### src/rtl/seven_seg_scan.sv
// rtl/seven_seg_scan.sv - multiplexed seven-segment driver with frame-synchronous
// display update, dead-time between digit slots and optional leading-zero blanking.
module seven_seg_scan #(
   parameter int DIGITS      = 2,
   parameter int HEX_EN      = 1,
   parameter int REFRESH_DIV = 1000,
   parameter int DEAD_CYCLES = 4
) (
   input  logic                  clk,
   input  logic                  rst,
   input  logic [4*DIGITS-1:0]   value_in,
   input  logic                  load,
   input  logic                  blank_lz,
   output logic [6:0]            seg_out,
   output logic [DIGITS-1:0]     dig_sel,
   output logic                  frame_start
);

   localparam int CNT_W = $clog2(REFRESH_DIV);
   localparam int IDX_W = (DIGITS > 1) ? $clog2(DIGITS) : 1;
   localparam logic [6:0] GLYPH_ERR = 7'b1001001;

   logic [CNT_W-1:0]    div_cnt;
   logic [IDX_W-1:0]    idx;
   logic [4*DIGITS-1:0] display;
   logic [4*DIGITS-1:0] pending;
   logic                pending_valid;
   logic                slot_end;
   logic                wrap;
   logic [3:0]          cur_nib;
   logic                cur_blank;
   logic                upper_zero;
   logic [6:0]          glyph;

   assign slot_end = (div_cnt == CNT_W'(REFRESH_DIV - 1));
   assign wrap     = slot_end && (idx == IDX_W'(DIGITS - 1));

   always_ff @(posedge clk) begin
      if (rst) begin
         div_cnt       <= '0;
         idx           <= '0;
         display       <= '0;
         pending       <= '0;
         pending_valid <= 1'b0;
      end else begin
         if (slot_end) begin
            div_cnt <= '0;
            idx     <= (idx == IDX_W'(DIGITS - 1)) ? '0 : idx + 1'b1;
         end else begin
            div_cnt <= div_cnt + 1'b1;
         end

         if (load)
            pending <= value_in;

         // The display only ever changes on the frame wrap, so a frame never tears.
         if (wrap) begin
            pending_valid <= 1'b0;
            if (load)
               display <= value_in;
            else if (pending_valid)
               display <= pending;
         end else if (load) begin
            pending_valid <= 1'b1;
         end
      end
   end

   // Walk from the most significant digit down, tracking whether everything above is zero.
   always_comb begin
      cur_nib    = 4'd0;
      cur_blank  = 1'b0;
      upper_zero = 1'b1;
      for (int k = DIGITS - 1; k >= 0; k--) begin
         upper_zero = upper_zero && (display[4*k +: 4] == 4'd0);
         if (idx == IDX_W'(k)) begin
            cur_nib   = display[4*k +: 4];
            cur_blank = blank_lz && upper_zero && (k != 0);
         end
      end
   end

   always_comb begin
      glyph = GLYPH_ERR;
      case (cur_nib)
         4'h0: glyph = 7'b0111111;
         4'h1: glyph = 7'b0000110;
         4'h2: glyph = 7'b1011011;
         4'h3: glyph = 7'b1001111;
         4'h4: glyph = 7'b1100110;
         4'h5: glyph = 7'b1101101;
         4'h6: glyph = 7'b1111101;
         4'h7: glyph = 7'b0000111;
         4'h8: glyph = 7'b1111111;
         4'h9: glyph = 7'b1101111;
         4'hA: glyph = (HEX_EN != 0) ? 7'b1110111 : GLYPH_ERR;
         4'hB: glyph = (HEX_EN != 0) ? 7'b1111100 : GLYPH_ERR;
         4'hC: glyph = (HEX_EN != 0) ? 7'b0111001 : GLYPH_ERR;
         4'hD: glyph = (HEX_EN != 0) ? 7'b1011110 : GLYPH_ERR;
         4'hE: glyph = (HEX_EN != 0) ? 7'b1111001 : GLYPH_ERR;
         4'hF: glyph = (HEX_EN != 0) ? 7'b1110001 : GLYPH_ERR;
         default: glyph = GLYPH_ERR;
      endcase
      if (cur_blank)
         glyph = 7'b0000000;
   end

   always_ff @(posedge clk) begin
      if (rst) begin
         seg_out     <= 7'h7F;
         dig_sel     <= '1;
         frame_start <= 1'b0;
      end else begin
         seg_out     <= ~glyph;
         dig_sel     <= (div_cnt >= CNT_W'(DEAD_CYCLES)) ? ~(DIGITS'(1) << idx) : '1;
         frame_start <= (div_cnt == '0) && (idx == '0);
      end
   end

endmodule
### config.mk
export PLATFORM = sky130hd
export DESIGN_NAME = seven_seg_scan
export DESIGN_NICKNAME = d
export VERILOG_FILES = /design/src/rtl/seven_seg_scan.sv
export SDC_FILE = /design/constraint.sdc
export NUM_CORES = 1
export LEC_CHECK = 0
export ABC_AREA = 1
export CAP_MARGIN = 15
export CORE_MARGIN = 2
export CORE_UTILIZATION = 40
export CTS_CLUSTER_SIZE = 24
export DETAILED_ROUTE_END_ITERATION = 6
export GPL_ROUTABILITY_DRIVEN = 0
export PLACE_DENSITY = 0.6
export SYNTH_ARGS = -nofsm -noshare
export SYNTH_HDL_FRONTEND = slang
export SYNTH_SLANG_ARGS = --single-unit
### constraint.sdc
create_clock -name clk -period 1.9 [get_ports clk]
set_input_delay 0.285 -clock clk [delete_from_list [all_inputs] [get_ports clk]]
set_output_delay 0.285 -clock clk [all_outputs]
set_load 0.05 [all_outputs]
Yosys cells after proc, flatten, opt, wreduce, memory -nomap -nowiden
Memory sizes are Yosys's and may differ from the RTL's.
Cells that the tools add are included.
W data, S select, Z words.
Cells by class
  add/sub/neg operators: 2
  order comparisons: 1
  eq/ne operators: 1
  shift operators: 1
  multiplexer cells: 6
  bitwise operators: 4
  reduce and logical (&&, ||, !) cells: 10
Operator list (count)
  $mux W8: 2
  $add A10 B1 Y10 const B: 1
  $eq A10 B10 Y1 const B: 1
  $ge A10 B3 Y1 const B: 1
  $logic_not A10 Y1: 1
  $mux W7: 1
  $not A7 Y7: 1
  $reduce_or A2 Y1: 3
  $logic_not A4 Y1: 1
  $mux W4: 1
  $logic_and A1 B1 Y1: 3
  $mux W1: 2
  $not A1 Y1: 2
  $not A2 Y2: 1
  $reduce_and A2 Y1: 1
  $reduce_bool A2 Y1: 1
  $shl A1 B1 Y2 const A: 1
  $add A1 B1 Y1 const B: 1
Storage, ports and cells
  register bits: 38
  memory bits (read-only): 112
  bits of input ports: 12
  output and inout bits: 10
  word-level logic and storage cells: 34
  memories: 1
Memories
  (name not given): words 16, width 7, read ports 1, clocked after Yosys merged registers in 0, wr ports 0, line 85  | case (cur_nib)

Depth between registers and ports, before layout
  depth in word-level cells: 5
  mapped depth: 9
  depth with buffers taken out: 8

Worst setup path before layout
Ideal clock, no wire load.
  path type: flip-flop to flip-flop
  start point: reg idx
  end point: reg seg_out[0]
  data arrival time: 1478 ps
  slack: 306 ps
  stages on the path, launching flop included: 9
  period minus slack after synthesis: 1594 ps
  cells stage by stage: dfxtp_1 > buf_6 > o21ai_0 > inv_1 > ha_1 > nand2_1 > nor2_1 > nor2_1 > nand2_1
On the way
  cells in the longest elaborated chain, start to end: 4
  elaborated cells on any way between the ends: 5
  classes of those cells: mux: 3; bitwise: 1; memory: 1
RTL lines
  start, declared: line 24  | logic [IDX_W-1:0] idx;
  start signal, assigned: line 48  | idx <= (idx == IDX_W'(DIGITS - 1)) ? '0 : idx + 1'b1;
  $mux W4: line 76  | if (idx == IDX_W'(k)) begin
  $mem_v2 Z16 W7
  $mux W7 (*): line 104  | if (cur_blank)
  $not A7 Y7 (*): line 114  | seg_out <= ~glyph;
  end signal, assigned: line 114
  end, declared: line 14  | output logic [6:0] seg_out,
Mark *: on every way between the ends. The rest lies on a longest branch, timed or not.
A chain may end at the register's enable or synchronous reset.

Final worst setup path
  start point: reg dig_sel[0]
  end point: out dig_sel[0]
RTL lines
  start, declared: line 15  | output logic [DIGITS-1:0] dig_sel,
  start signal, assigned: line 115  | dig_sel <= (div_cnt >= CNT_W'(DEAD_CYCLES)) ? ~(DIGITS'(1) << idx) : '1;
No word-level cell between the ends.

==> results.py <==
metrics = {
    "routing": {
        "drc": 0,
        "wl_per_cell_um": 9.33,
        "drtAntennaViolNets": 0,
        "vias": 1609,
        "dr.pass1.iters": 4,
        "vias_per_cell": 4.37,
        "drtIter0Drc": 67,
        "drt-total-wl_um": 3430,
    },
    "sta": {
        "finalMaxSlewViolations": 0,
        "fin_skew_ns": 0.00709,
        "period_share": 0.896,
        "rsz0062_at_grt": "false",
        "fin_crit_ns": 1.70,
        "worstMarginPinSlew_ns": 0.495,
        "hold_violations": 0,
        "fmax_mhz": 587,
        "max_slew_margin": 0.669,
        "setup_viol": 0,
        "fin_tns_setup_ns": 0,
    },
    "logic_synthesis": {
        "synth-edff-count": 0,
        "syn_area_um2": 1930,
        "yosys.area.top_type": "dfxtp_1",
        "async_reset_ff_frac": 0,
        "synth_cell_types": 26,
        "syn_inst": 283,
        "synth.most_common_cell": "nand2_1",
        "synth.avg_cell_area_um2": 6.82,
        "synthFlopType": "dfxtp_1",
        "yosysSeqAreaShare": 0.394,
        "syn-num-nets": 303,
        "yosys-top-cells-area": "dfxtp_1 39%, nand2_1 17%, inv_1 9.1%",
        "ys_ff_latch": 38,
        "ys_top_cells_by_count": "88 x nand2_1, 47 x inv_1, 38 x dfxtp_1",
        "yosysWarnings": 0,
        "netlist.area_leader.share": 0.394,
    },
    "worst_setup_path": {
        "cp-start-kind": "flop",
        "cp_top_family": "buffers and inverters",
        "critPathMaxFanout": 1,
        "cp.depth": 1,
        "crit_start": "dig_sel[0]",
        "rr_startpoint": "idx",
        "cp_slowest_cell": "clkdlybuf4s50_1",
        "cp-end-kind": "output port",
        "critPathRequiredTime_ns": 1.62,
        "worstSetupPathType": "flop to output port",
        "cp_cell_sequence": "clkdlybuf4s50_1",
        "arrival_ns": 1.42,
        "cp_num_buf_inv": 1,
        "reg2reg_depth": 6,
        "slowest_delay_ns": 0.80,
    },
    "layout": {
        "num-nets-final": 333,
        "area_growth_pct": 21.0,
        "n_antenna_cell": 0,
        "drive_gt1_frac": 0.0987,
        "stdcell_count": 368,
    },
    "global_route": {
        "antenna_found_initial": 0,
        "track_usage": 0.143,
        "gr-total-overflow": 0,
        "grt_max_degree": 14,
        "grt_pass1_vias": 1406,
        "grt_first_pass_wirelength_um": 6000,
    },
    "floorplan": {
        "die_w_um": 73.5,
        "core-area_um2": 4690,
        "die_h_um": 73.5,
        "ios": 22,
        "dieArea_um2": 5390,
        "placementRows": 25,
        "start_util": 0.411,
    },
    "clock_network": {
        "clockRootBuffer": "clkbuf_8",
        "cts_inserted_buffers": 5,
        "cts_tree": "done",
        "clock_path_buffers": 2,
        "cts.sinks": 38,
        "clk_pin_slew_ns": 0.07,
        "ctsResizeCount": 0,
        "cts_setup_buffers": 0,
        "worst_skew_pair.late_latency_ns": 0.30,
        "h-tree-depth": 2,
        "postCtsHoldBufs": 0,
    },
    "worst_hold_path": {
        "worstHoldStart": "div_cnt[9]",
        "min_path_type": "flop to flop",
        "holdPathStages": 2,
    },
    "job": {
        "max_cap_viol_count": 0,
    },
    "power": {
        "power_frac_clock": 0.410,
        "powerDensity_nw_per_um2": 729,
        "leakagePower_nw": 1.07,
        "pwr-share-seq": 0.491,
        "ir_drop_v": 0.000442,
        "p_comb_frac": 0.099,
        "intPower_mw": 1.29,
        "switchingPower_mw": 0.416,
        "switching_share": 0.245,
    },
    "placement": {
        "dp.cells": 360,
        "dp_hpwl_um": 2600,
        "portBuffers": 21,
    },
    "outcome": {
        "status": "completed",
    },
}
## power by group through the flow
stage	Sequential (mW)	Combinational, mW	Clock (mW)
after floorplan	0.889	0.0700	0
after global placement	0.854	0.171	0
after detailed placement	0.855	0.170	0
after CTS	0.836	0.170	0.724
after global routing	0.838	0.190	0.749
final	0.836	0.168	0.697
## sequential cells by signal, summed over array words and instances (netlist names)
name	count
pending	8
div_cnt	10
seg_out	7
dig_sel	2
display	8
idx	1
frame_start	1
pending_valid	1
## metrics by stage
stage               utilization  power [mW]  instance area [um^2]  setup WS [ns]  hold WS (ns)
detailed placement        0.473        1.02                  2220          0.340         0.477
finish                    0.498        1.70                  2330          0.197         0.488
floorplan                     -       0.959                  1930          0.306         0.452
global placement          0.473        1.02                  2220          0.342         0.474
global route              0.498        1.78                  2330          0.161         0.526
CTS                       0.498        1.73                  2330          0.183         0.488
## logic make-up after synthesis
kind of cell / count (synthesis) / synth area share
AOI/OAI and AO/OA: 18 / 0.0558
xor gates and xnor gates: 1 / 0.00454
adders and majority gates: 8 / 0.0519
buffers and inverters: 60 / 0.133
DFF: 38 / 0.394
and+or+nand+nor: 158 / 0.361
## metal layers
metal / up-vias / part of all wire / GRT usage
met5: - / 0 / 0
li1: 926 / - / -
met4: 0 / 0.017 / 0.0606
met1: 651 / 0.54 / 0.191
met3: 6 / 0.038 / 0.0453
met2: 26 / 0.40 / 0.212
## path summary, 6_finish.rpt
kind              slack, ns          to
setup / recovery       0.20  dig_sel[0]
hold reg to reg        0.49  div_cnt[9]
hold / removal         0.49  div_cnt[9]
setup reg to reg       0.49  seg_out[3]
## placed cells by master (no fill, tap or decap)
cell type / Yosys / routed
clkinvlp_4: 0 / 2
o21ai_4: 1 / 1
nand3_1: 15 / 15
nor3_1: 2 / 2
nor2_2: 1 / 1
a21oi_1: 9 / 9
xor2_1: 1 / 1
nand2_1: 88 / 88
bufinv_16: 0 / 1
nor2_1: 32 / 32
o21bai_1: 1 / 1
nand3_4: 1 / 1
ha_1: 8 / 8
clkdlybuf4s50_1: 0 / 21
nand3b_1: 1 / 1
o21ai_1: 1 / 1
nor2_4: 3 / 3
nand4_1: 12 / 12
clkbuf_8: 0 / 5
o21ai_2: 1 / 1
nand2_2: 1 / 1
and2_1: 1 / 1
nor3b_1: 1 / 1
o21ai_0: 5 / 5
buf_4: 1 / 10
inv_1: 47 / 47
dfxtp_1: 38 / 38
inv_2: 5 / 5
## layout make-up
type | count | area (um^2)
Clock inverter | 3 | 45.0
Clock buffer | 5 | 68.8
Tap cell | 54 | 67.6
Timing Repair Buffer | 31 | 285
Sequential cell | 38 | 761
Inverter | 52 | 195
Fill cell | 490 | 2360
Multi-Input combinational cell | 185 | 912
Power figures use the tool's default switching activity.
